==> config.mk <==
export PLATFORM = sky130hd
export DESIGN_NAME = pcie_link_ctrl
export DESIGN_NICKNAME = d
export VERILOG_FILES = /design/src/rtl/pcie_link_pkg.sv /design/src/rtl/lane_lock_det.sv /design/src/rtl/pcie_link_ctrl.sv
export SDC_FILE = /design/constraint.sdc
export NUM_CORES = 1
export LEC_CHECK = 0
export CAP_MARGIN = 0
export CORE_AREA = 2 2 71 73
export DETAILED_ROUTE_END_ITERATION = 10
export DIE_AREA = 0 0 73 75
export PLACE_DENSITY = 0.81
export SYNTH_ARGS = -nofsm -noshare
export SYNTH_HDL_FRONTEND = slang
export SYNTH_SLANG_ARGS = --single-unit
==> constraint.sdc <==
create_clock -name CLK -period 2.2 [get_ports CLK]
set_input_delay 0.44 -clock CLK [delete_from_list [all_inputs] [get_ports CLK]]
set_output_delay 0.44 -clock CLK [all_outputs]
set_load 0.005 [all_outputs]
==> src/rtl/pcie_link_pkg.sv <==
// Shared encodings for the striped-link sequencer: FSM states, tx symbol selects
// and the 8b ordered-set symbol values.
package pcie_link_pkg;

    typedef enum logic [2:0] {
        StDown   = 3'd0,
        StTrain  = 3'd1,
        StLocked = 3'd2,
        StActive = 3'd3,
        StSkip   = 3'd4
    } link_state_e;

    typedef enum logic [1:0] {
        SymData = 2'd0,
        SymCom  = 2'd1,
        SymSkp  = 2'd2,
        SymIdl  = 2'd3
    } sym_sel_e;

    localparam logic [7:0] COM = 8'hBC;
    localparam logic [7:0] SKP = 8'h1C;
    localparam logic [7:0] IDL = 8'h7C;

endpackage

==> src/rtl/lane_lock_det.sv <==
// Per-lane COM lock detector: saturating count of consecutive COM bytes.
module lane_lock_det
    import pcie_link_pkg::*;
#(
    parameter int unsigned LOCK_COUNT = 8
) (
    input  logic       CLK,
    input  logic       RESET,
    input  logic [7:0] rx_byte,
    input  logic       clear,
    output logic       locked
);

    localparam int unsigned CNT_W = $clog2(LOCK_COUNT + 1);
    localparam logic [CNT_W-1:0] CNT_MAX = CNT_W'(LOCK_COUNT);

    logic [CNT_W-1:0] cnt_q, cnt_d;

    always_comb begin
        cnt_d = cnt_q;
        if (clear || (rx_byte != COM)) begin
            cnt_d = '0;
        end else if (cnt_q != CNT_MAX) begin
            cnt_d = cnt_q + 1'b1;
        end
    end

    always_ff @(posedge CLK or negedge RESET) begin
        if (!RESET) begin
            cnt_q <= '0;
        end else begin
            cnt_q <= cnt_d;
        end
    end

    // Lock includes this cycle's byte, so LOCK_COUNT matching bytes are enough.
    assign locked = (cnt_d == CNT_MAX);

endmodule

==> src/rtl/pcie_link_ctrl.sv <==
// Link sequencer for the striped byte link: COM training, data/IDL fill, SKP insertion.
// Optional stats outputs (retrain_cnt, skp_sets) under `PCIE_LINK_CTRL_STATS_EN.
module pcie_link_ctrl
    import pcie_link_pkg::*;
#(
    parameter int unsigned LANES         = 4,
    parameter int unsigned LOCK_COUNT    = 8,
    parameter int unsigned TRAIN_TIMEOUT = 1024,
    parameter int unsigned SKP_INTERVAL  = 256,
    parameter int unsigned SKP_LEN       = 2
) (
    input  logic               CLK,
    input  logic               RESET,
    input  logic               enable,
    input  logic               retrain,
    input  logic               src_valid,
    output logic               src_ready,
    input  logic [8*LANES-1:0] rx_data,
    output logic [1:0]         sym_sel,
    output logic               VALID,
    output logic               link_up,
    output logic [2:0]         state,
    output logic               timeout_err
`ifdef PCIE_LINK_CTRL_STATS_EN
    ,
    output logic [7:0]         retrain_cnt,
    output logic [15:0]        skp_sets
`endif
);

    localparam int unsigned TMO_W  = $clog2(TRAIN_TIMEOUT);
    localparam int unsigned SKP_W  = $clog2(SKP_INTERVAL);
    localparam int unsigned PH_MAX = (LANES > SKP_LEN) ? LANES : SKP_LEN;
    localparam int unsigned PH_W   = (PH_MAX > 1) ? $clog2(PH_MAX) : 1;

    localparam logic [TMO_W-1:0] TMO_LAST    = TMO_W'(TRAIN_TIMEOUT - 1);
    localparam logic [SKP_W-1:0] SKP_LAST    = SKP_W'(SKP_INTERVAL - 1);
    localparam logic [PH_W-1:0]  LOCKED_LAST = PH_W'(LANES - 1);
    localparam logic [PH_W-1:0]  SKIP_LAST   = PH_W'(SKP_LEN - 1);

    link_state_e      state_q, state_d;
    logic [TMO_W-1:0] tmo_q, tmo_d;
    logic [SKP_W-1:0] skp_q, skp_d;
    logic [PH_W-1:0]  ph_q, ph_d;
    logic             link_up_q, link_up_d;
    logic             terr_q, terr_d;
    logic [LANES-1:0] lane_locked;
    logic             train_run;

    // Lane and timeout counters only advance in an undisturbed TRAIN cycle.
    assign train_run = (state_q == StTrain) && enable && !retrain;

    for (genvar i = 0; i < LANES; i++) begin : g_lane
        lane_lock_det #(
            .LOCK_COUNT(LOCK_COUNT)
        ) u_lane_lock_det (
            .CLK    (CLK),
            .RESET  (RESET),
            .rx_byte(rx_data[8*i +: 8]),
            .clear  (!train_run),
            .locked (lane_locked[i])
        );
    end

    always_comb begin
        state_d = state_q;
        terr_d  = terr_q;
        if (!enable) begin
            state_d = StDown;
        end else if (retrain && (state_q != StDown)) begin
            state_d = StTrain;
        end else begin
            unique case (state_q)
                StDown:   state_d = StTrain;
                StTrain: begin
                    if (&lane_locked) begin
                        state_d = StLocked;
                        terr_d  = 1'b0;
                    end else if (tmo_q == TMO_LAST) begin
                        state_d = StDown;
                        terr_d  = 1'b1;
                    end
                end
                StLocked: if (ph_q == LOCKED_LAST) state_d = StActive;
                StActive: if (skp_q == SKP_LAST) state_d = StSkip;
                StSkip:   if (ph_q == SKIP_LAST) state_d = StActive;
                default:  state_d = StDown;
            endcase
        end
    end

    always_comb begin
        tmo_d = '0;
        if (train_run) begin
            tmo_d = (tmo_q == TMO_LAST) ? tmo_q : tmo_q + 1'b1;
        end
        skp_d = ((state_q == StActive) && (state_d == StActive)) ? skp_q + 1'b1 : '0;
        ph_d  = '0;
        if ((state_d == state_q) && ((state_q == StLocked) || (state_q == StSkip))) begin
            ph_d = ph_q + 1'b1;
        end
        link_up_d = (state_q == StActive) || (state_q == StSkip);
    end

    always_ff @(posedge CLK or negedge RESET) begin
        if (!RESET) begin
            state_q   <= StDown;
            tmo_q     <= '0;
            skp_q     <= '0;
            ph_q      <= '0;
            link_up_q <= 1'b0;
            terr_q    <= 1'b0;
        end else begin
            state_q   <= state_d;
            tmo_q     <= tmo_d;
            skp_q     <= skp_d;
            ph_q      <= ph_d;
            link_up_q <= link_up_d;
            terr_q    <= terr_d;
        end
    end

    always_comb begin
        sym_sel   = SymIdl;
        VALID     = 1'b0;
        src_ready = 1'b0;
        unique case (state_q)
            StDown:   ;
            StTrain: begin
                sym_sel = SymCom;
                VALID   = 1'b1;
            end
            StLocked: VALID = 1'b1;
            StActive: begin
                sym_sel   = src_valid ? SymData : SymIdl;
                VALID     = 1'b1;
                src_ready = 1'b1;
            end
            StSkip: begin
                sym_sel = SymSkp;
                VALID   = 1'b1;
            end
            default: ;
        endcase
    end

    assign state       = state_q;
    assign link_up     = link_up_q;
    assign timeout_err = terr_q;

`ifdef PCIE_LINK_CTRL_STATS_EN
    logic [7:0]  retrain_cnt_q;
    logic [15:0] skp_sets_q;
    logic        retrain_hit;

    assign retrain_hit = (state_d == StTrain) &&
                         ((state_q == StLocked) || (state_q == StActive) || (state_q == StSkip));

    always_ff @(posedge CLK or negedge RESET) begin
        if (!RESET) begin
            retrain_cnt_q <= '0;
            skp_sets_q    <= '0;
        end else begin
            if (retrain_hit && (retrain_cnt_q != 8'hFF)) begin
                retrain_cnt_q <= retrain_cnt_q + 1'b1;
            end
            if ((state_q == StSkip) && (state_d == StActive)) begin
                skp_sets_q <= skp_sets_q + 1'b1;
            end
        end
    end

    assign retrain_cnt = retrain_cnt_q;
    assign skp_sets    = skp_sets_q;
`endif

endmodule

* Word level (Yosys, flattened, before mapping)
Cells that the tools add are included.
** Operators by class
- $lt $le $gt $ge :: 0
- Shift operators :: 0
- Reductions and logical operators :: 19
- Divide/modulo/power cells :: 0
- Add/subtract/negate cells :: 7
- Multipliers :: 0
- Mux-type cells :: 26
- Equality and inequality tests :: 23
- Bitwise operators :: 1
** Operator list (count)
- 4-bit 2-to-1 mux :: 8
- 8-bit inequality test (second input constant) :: 4
- 3-bit 2-to-1 mux :: 7
- 10-bit 2-to-1 mux :: 2
- 4-bit by 1-bit adder with 4-bit output (second input constant) :: 4
- 4-bit equality test (second input constant) :: 4
- 4-bit inequality test (second input constant) :: 4
- 3-bit one-hot mux with 5 select lines :: 1
- 10-bit by 1-bit adder with 10-bit output (second input constant) :: 1
- 10-bit equality test (second input constant) :: 1
- 3-bit by 2-bit equality test with 1-bit output (second input constant) :: 3
- 8-bit by 1-bit adder with 8-bit output (second input constant) :: 1
- 8-bit equality test (second input constant) :: 1
- 8-bit 2-to-1 mux :: 1
- 4-bit AND reduction :: 2
- 1-bit logical OR :: 6
- 2-bit one-hot mux with 3 select lines :: 1
- 1-bit logical AND :: 5
- 1-bit 2-to-1 mux :: 4
- 2-bit 2-to-1 mux :: 2
- 4-bit OR reduction :: 1
- 3-bit by 1-bit equality test with 1-bit output (second input constant) :: 1
- 3-bit equality test :: 1
- 3-bit equality test (second input constant) :: 1
- 9 further kinds :: 10
** Storage, ports and cells
- Memory bits (writable) :: 0
- Flip-flop bits (word level) :: 41
- Bits of input ports :: 37
- Bits in read-only memories :: 0
- Memories :: 0
- Output and inout bits :: 9
- Latch bits :: 0

* Logic depth before layout (Yosys ltp)
- Word-level depth :: 15
- Depth in mapped cells :: 7
- Mapped depth without buffers :: 7

* By module
From an unflattened synthesis, not the netlist that was laid out.
** Unflattened totals
- Cells, all modules :: 249
- Area, all modules :: 2463.6 µm²
** By module, submodules not included
- pcie_link_ctrl :: times used 1, cells each 145, area each 1357.6 µm²
- lane_lock_det :: times used 4, cells each 26, area each 276.5 µm²

* Worst setup path after synthesis
OpenSTA, ideal clock, no wires.
- Path type :: flip-flop to flip-flop
- Start point :: reg state_q[2] (netlist: state[2])
- End point :: reg terr_q (netlist: timeout_err)
- Data required time :: 2072 ps
- Cell stages (with the launch flop) :: 7
- Slack :: 162 ps
- Setup time :: 128 ps
- Arrival :: 1910 ps
- Clock period less this slack :: 2038 ps
- Buffers on the path :: 1
- Path through :: dfrtp_1 -> buf_2 -> nor3b_4 -> nand4_1 -> or4_4 -> nor4_4 -> nor2_1
** On the way
- Longest elaborated chain between the ends :: 10
** RTL lines
- start, declared :: line pcie_link_ctrl.sv:41 : link_state_e state_q, state_d;
- start signal, assigned :: line pcie_link_ctrl.sv:107 : state_q <= StDown;
- start signal, assigned :: line pcie_link_ctrl.sv:114 : state_q <= state_d;
- 3-bit by 1-bit equality test with 1-bit output :: line pcie_link_ctrl.sv:51, pcie_link_ctrl.sv:73
- 1-bit logical AND (2 in a row) :: line pcie_link_ctrl.sv:51 : assign train_run = (state_q == StTrain) && enable && !retrain;
- 1-bit zero test :: line pcie_link_ctrl.sv:60 : .clear (!train_run),
- 1-bit logical OR :: line lane_lock_det.sv:21 : if (clear || (rx_byte != COM)) begin
- 4-bit 2-to-1 mux :: line lane_lock_det.sv:21
- 4-bit equality test :: line lane_lock_det.sv:37 : assign locked = (cnt_d == CNT_MAX);
- 4-bit AND reduction :: line pcie_link_ctrl.sv:76 : if (&lane_locked) begin
- 2-bit nonzero test (no line)
- 4-bit AND reduction (no line)
- end signal, assigned :: line pcie_link_ctrl.sv:119 : terr_q <= terr_d;
- end, declared :: line pcie_link_ctrl.sv:46 : logic terr_q, terr_d;
Several ways; a longest one is shown, not always the timed one.
A chain may end at the register's enable or synchronous reset.

* Worst setup path in the final report
- Start point :: in rx_data[7]
- End point :: reg terr_q (netlist: timeout_err)
** On the way
- Longest elaborated chain between the ends :: 7
** RTL lines
- start, declared :: line pcie_link_ctrl.sv:18 : input logic [8*LANES-1:0] rx_data,
- 8-bit inequality test (*) :: line lane_lock_det.sv:21
- 1-bit logical OR (*) :: line lane_lock_det.sv:21
- 4-bit 2-to-1 mux (*) :: line lane_lock_det.sv:21
- 4-bit equality test (*) :: line lane_lock_det.sv:37
- 4-bit AND reduction (*) :: line pcie_link_ctrl.sv:76
- 2-bit nonzero test (no line)
- 4-bit AND reduction (no line)
Mark *: on every way between the ends. The rest lies on a longest branch, timed or not.

==> run_results.csv <==
group,metric,value,unit
run,maxCapViolCount,0,
worst_setup_path,critPathLaunch,"rx_data[7]",
worst_setup_path,worstPathRequired,2.38,ns
timing,tightest_slew,0.5165,ns
yosys,synth_nets,296,
yosys,ys.flop_type,"dfrtp_1",
worst_setup_path,endpoint,"timeout_err",
yosys,yosysSeqAreaShare,43.94,%
timing,layout_min_cycle_time,2.100,ns
routing,vias,1985,
timing,hold_viol,0,
yosys,synthAdderAreaFrac,6.860,%
yosys,synth_compound_area_share,9.164,%
yosys,synth_cell_type_count,48,
cts,ctsHoldBuffers,0,
cts,clk_latency,0.30,ns
timing,post-route-period-util,95.45,%
cts,cts_max_path_buffers,2,
cts,clkTransAtPathRegs,0.08,ns
floorplan,core_area,0.004661,sq mm
yosys,post_synth.cell_area_avg,9.452,sq um
run_status,status,"finished, final reports clean",
timing,setup_viol,0,
worst_setup_path,r2r_end,"timeout_err",
yosys,synth_area,0.002335,sq mm
worst_setup_path,ff2ff_path_depth,5,
worst_setup_path,crit_type,"in2reg",
worst_setup_path,cp.arrival,2.28,ns
final_layout,diodes,0,
routing,drc,0,
routing,first_iter_violations,142,
timing,fmax,476.2,MHz
cts,cts_tree,"built",
placement,numPlacedInstances,354,
placement,dp_hpwl,3812,um
cts,cts-root-buf,"clkbuf_8",
routing,met1Wirelength,2109,um
worst_setup_path,crit_path_end_kind,"flop",
timing,worst_slack,0.1002,ns
routing,routed_wl,4890,um
final_layout,layout_common_cells,"43 x clkdlybuf4s50_1, 41 x nor2_1, 40 x dfrtp_1",
timing,clock_skew,0.008384,ns
yosys,syn_inst,247,
routing,vias_per_cell,5.453,
grt,grt_max_degree,42,
final_layout,final_nets,358,
pwr,power_leakage,1.276,nW
grt,antenna_found_initial,0,
floorplan,io_pins,46,
pwr,peakVddDrop,0.2541,mV
routing,post_drt_wl_per_cell,13.43,um
routing,postRouteAntennaNets,0,
worst_setup_path,timing.rr.start,"state[0]",
timing,rsz0062_at_grt,"false",
floorplan,rows,25,
yosys,synth_top_family_by_area,"simple AND/OR/NAND/NOR gates",
final_layout,final_common_cell,"clkdlybuf4s50_1",
grt,grt_use_total,19.73,%
yosys,muxShareOfSynthArea,0.4287,%
routing,wl_met3,186,um
yosys,synth-xor-area-share,7.128,%
final_layout,finalNonFillerCells,364,
placement,gp_congestion,0.8086,
worst_setup_path,cp_max_fo,3,
yosys,async_reset_ff_share,100.0,%
cts,htree_levels,2,
yosys,yosysWarnings,0,
timing,slew_violations,0,
grt,grt_pass1_vias,1963,
worst_setup_path,reg2reg_slack,0.16,ns
yosys,yosys.area_share.simple,28.72,%
final_layout,area_delta_synth_final,31.24,%
routing,wl_met2,2481,um
yosys,synth_seq_cells,41,
grt,overflow,0,
cts,cts_num_sinks,41,
placement,portBuffers,45,
cts,numCtsBuffers,5,
grt,grt_pass1_wl,8383,um
floorplan,die_height,75,um
floorplan,die_x,73,um
routing,top_layer_used,"met4",
placement,dp_worst_setup_slack,-0.2917,ns
routing,dr.pass1.iters,4,
pwr,total_power,1.386,mW
worst_setup_path,cp-start-kind,"primary input",
pwr,power.density,452.2,mW/mm^2
floorplan,dieArea,0.005475,sq mm
floorplan,start_util,50.09,%
final_layout,final_layout_size_suffix_gt1_share,11.94,%
timing,max_slew_margin,65.56,%
hold_path,min_path_type,"in2async",
yosys,synth_edf_count,0,
## flip-flops by register name (all words and copies together) (netlist names)
signal                        flops
tmo_q                            10
skp_q                             8
link_up                           1
timeout_err                       1
ph_q                              2
g_lane.u_lane_lock_det.cnt_q     16
state                             3
## cells by family after synthesis
group / Yosys count
AO/OA/AOI/OAI: 31
buffers and inverters: 23
AND/OR/NAND/NOR: 119
flip-flops: 41
multiplexers: 1
XOR/XNOR: 19
adder cells (fa/ha/maj): 13
## how the worst min path moves through the flow
stage	endpoint	slack (ns)	cells past startpoint
global route	ph_q[0]	0.24	2
detailed placement	ph_q[0]	0.46	1
global placement	ph_q[0]	0.45	1
finish	tmo_q[5]	0.19	2
floorplan	g_lane[0].u_lane_lock_det.cnt_q[0]	0.14	0
CTS	tmo_q[6]	0.20	2
## synth_stat cells (3+ instances only)
cell,number,area share [%]
xnor2_1,10,3.8
nor3_1,7,1.5
ha_1,12,6.4
nand3b_1,6,1.9
dfrtp_1,41,44
nand4_1,3,0.80
nand3_1,12,2.6
nand2_1,15,2.4
a22oi_1,3,0.96
inv_1,18,2.9
and3b_1,3,1.1
and4b_1,3,1.3
nand2b_1,6,1.6
a211oi_1,5,1.6
a21oi_1,7,1.5
o211ai_1,3,0.96
clkbuf_1,4,0.64
xor2_1,9,3.4
nor2_1,42,6.8
nor4bb_1,4,1.7
## cell type report
class | instances | area, sq um
Inverter | 18 | 67.56
Tap cell | 54 | 67.56
Clock buffer | 5 | 68.82
Multi-Input combinational cell | 183 | 1259
Fill cell | 363 | 1597
Clock inverter | 3 | 17.52
Sequential cell | 41 | 1027
Timing Repair Buffer | 60 | 556.8
## per-layer routing
| layer | up-vias | global-route usage [%] |
|---|---|---|
| li1 | 986 | - |
| met1 | 941 | 23.39 |
| met2 | 46 | 33.73 |
| met3 | 12 | 4.819 |
| met4 | 0 | 9.465 |
| met5 | - | 0 |
## through the flow
stage	utilization, %	area, sq um	hold slack (ns)	setup TNS (ns)
after CTS	64.78	3019	0.2049	0
after floorplan	-	2335	0.1444	0
after detailed placement	62.77	2925	0.4637	-0.8510
final	65.75	3064	0.1933	0
after global placement	62.77	2925	0.4525	-0.7788
after global routing	65.75	3064	0.2423	0
## worst max-delay path: stages
cell	delay, ns
clkdlybuf4s50_1	0.47
nor4bb_2	0.29
nand4_1	0.17
or4_4	0.52
nor4_4	0.30
nor2_1	0.08
## power by group
group	internal, mW	total, mW	switching, mW
clock network	0.219	0.488	0.269
logic	0.0879	0.137	0.0492
registers	0.756	0.761	0.00498
## repair_timing
item	4_1_cts	5_1_grt
buffers inserted	1	1
gates resized for setup	2	7
setup endpoints to repair	1	4
Note: power is estimated with default switching activity, not from simulation.
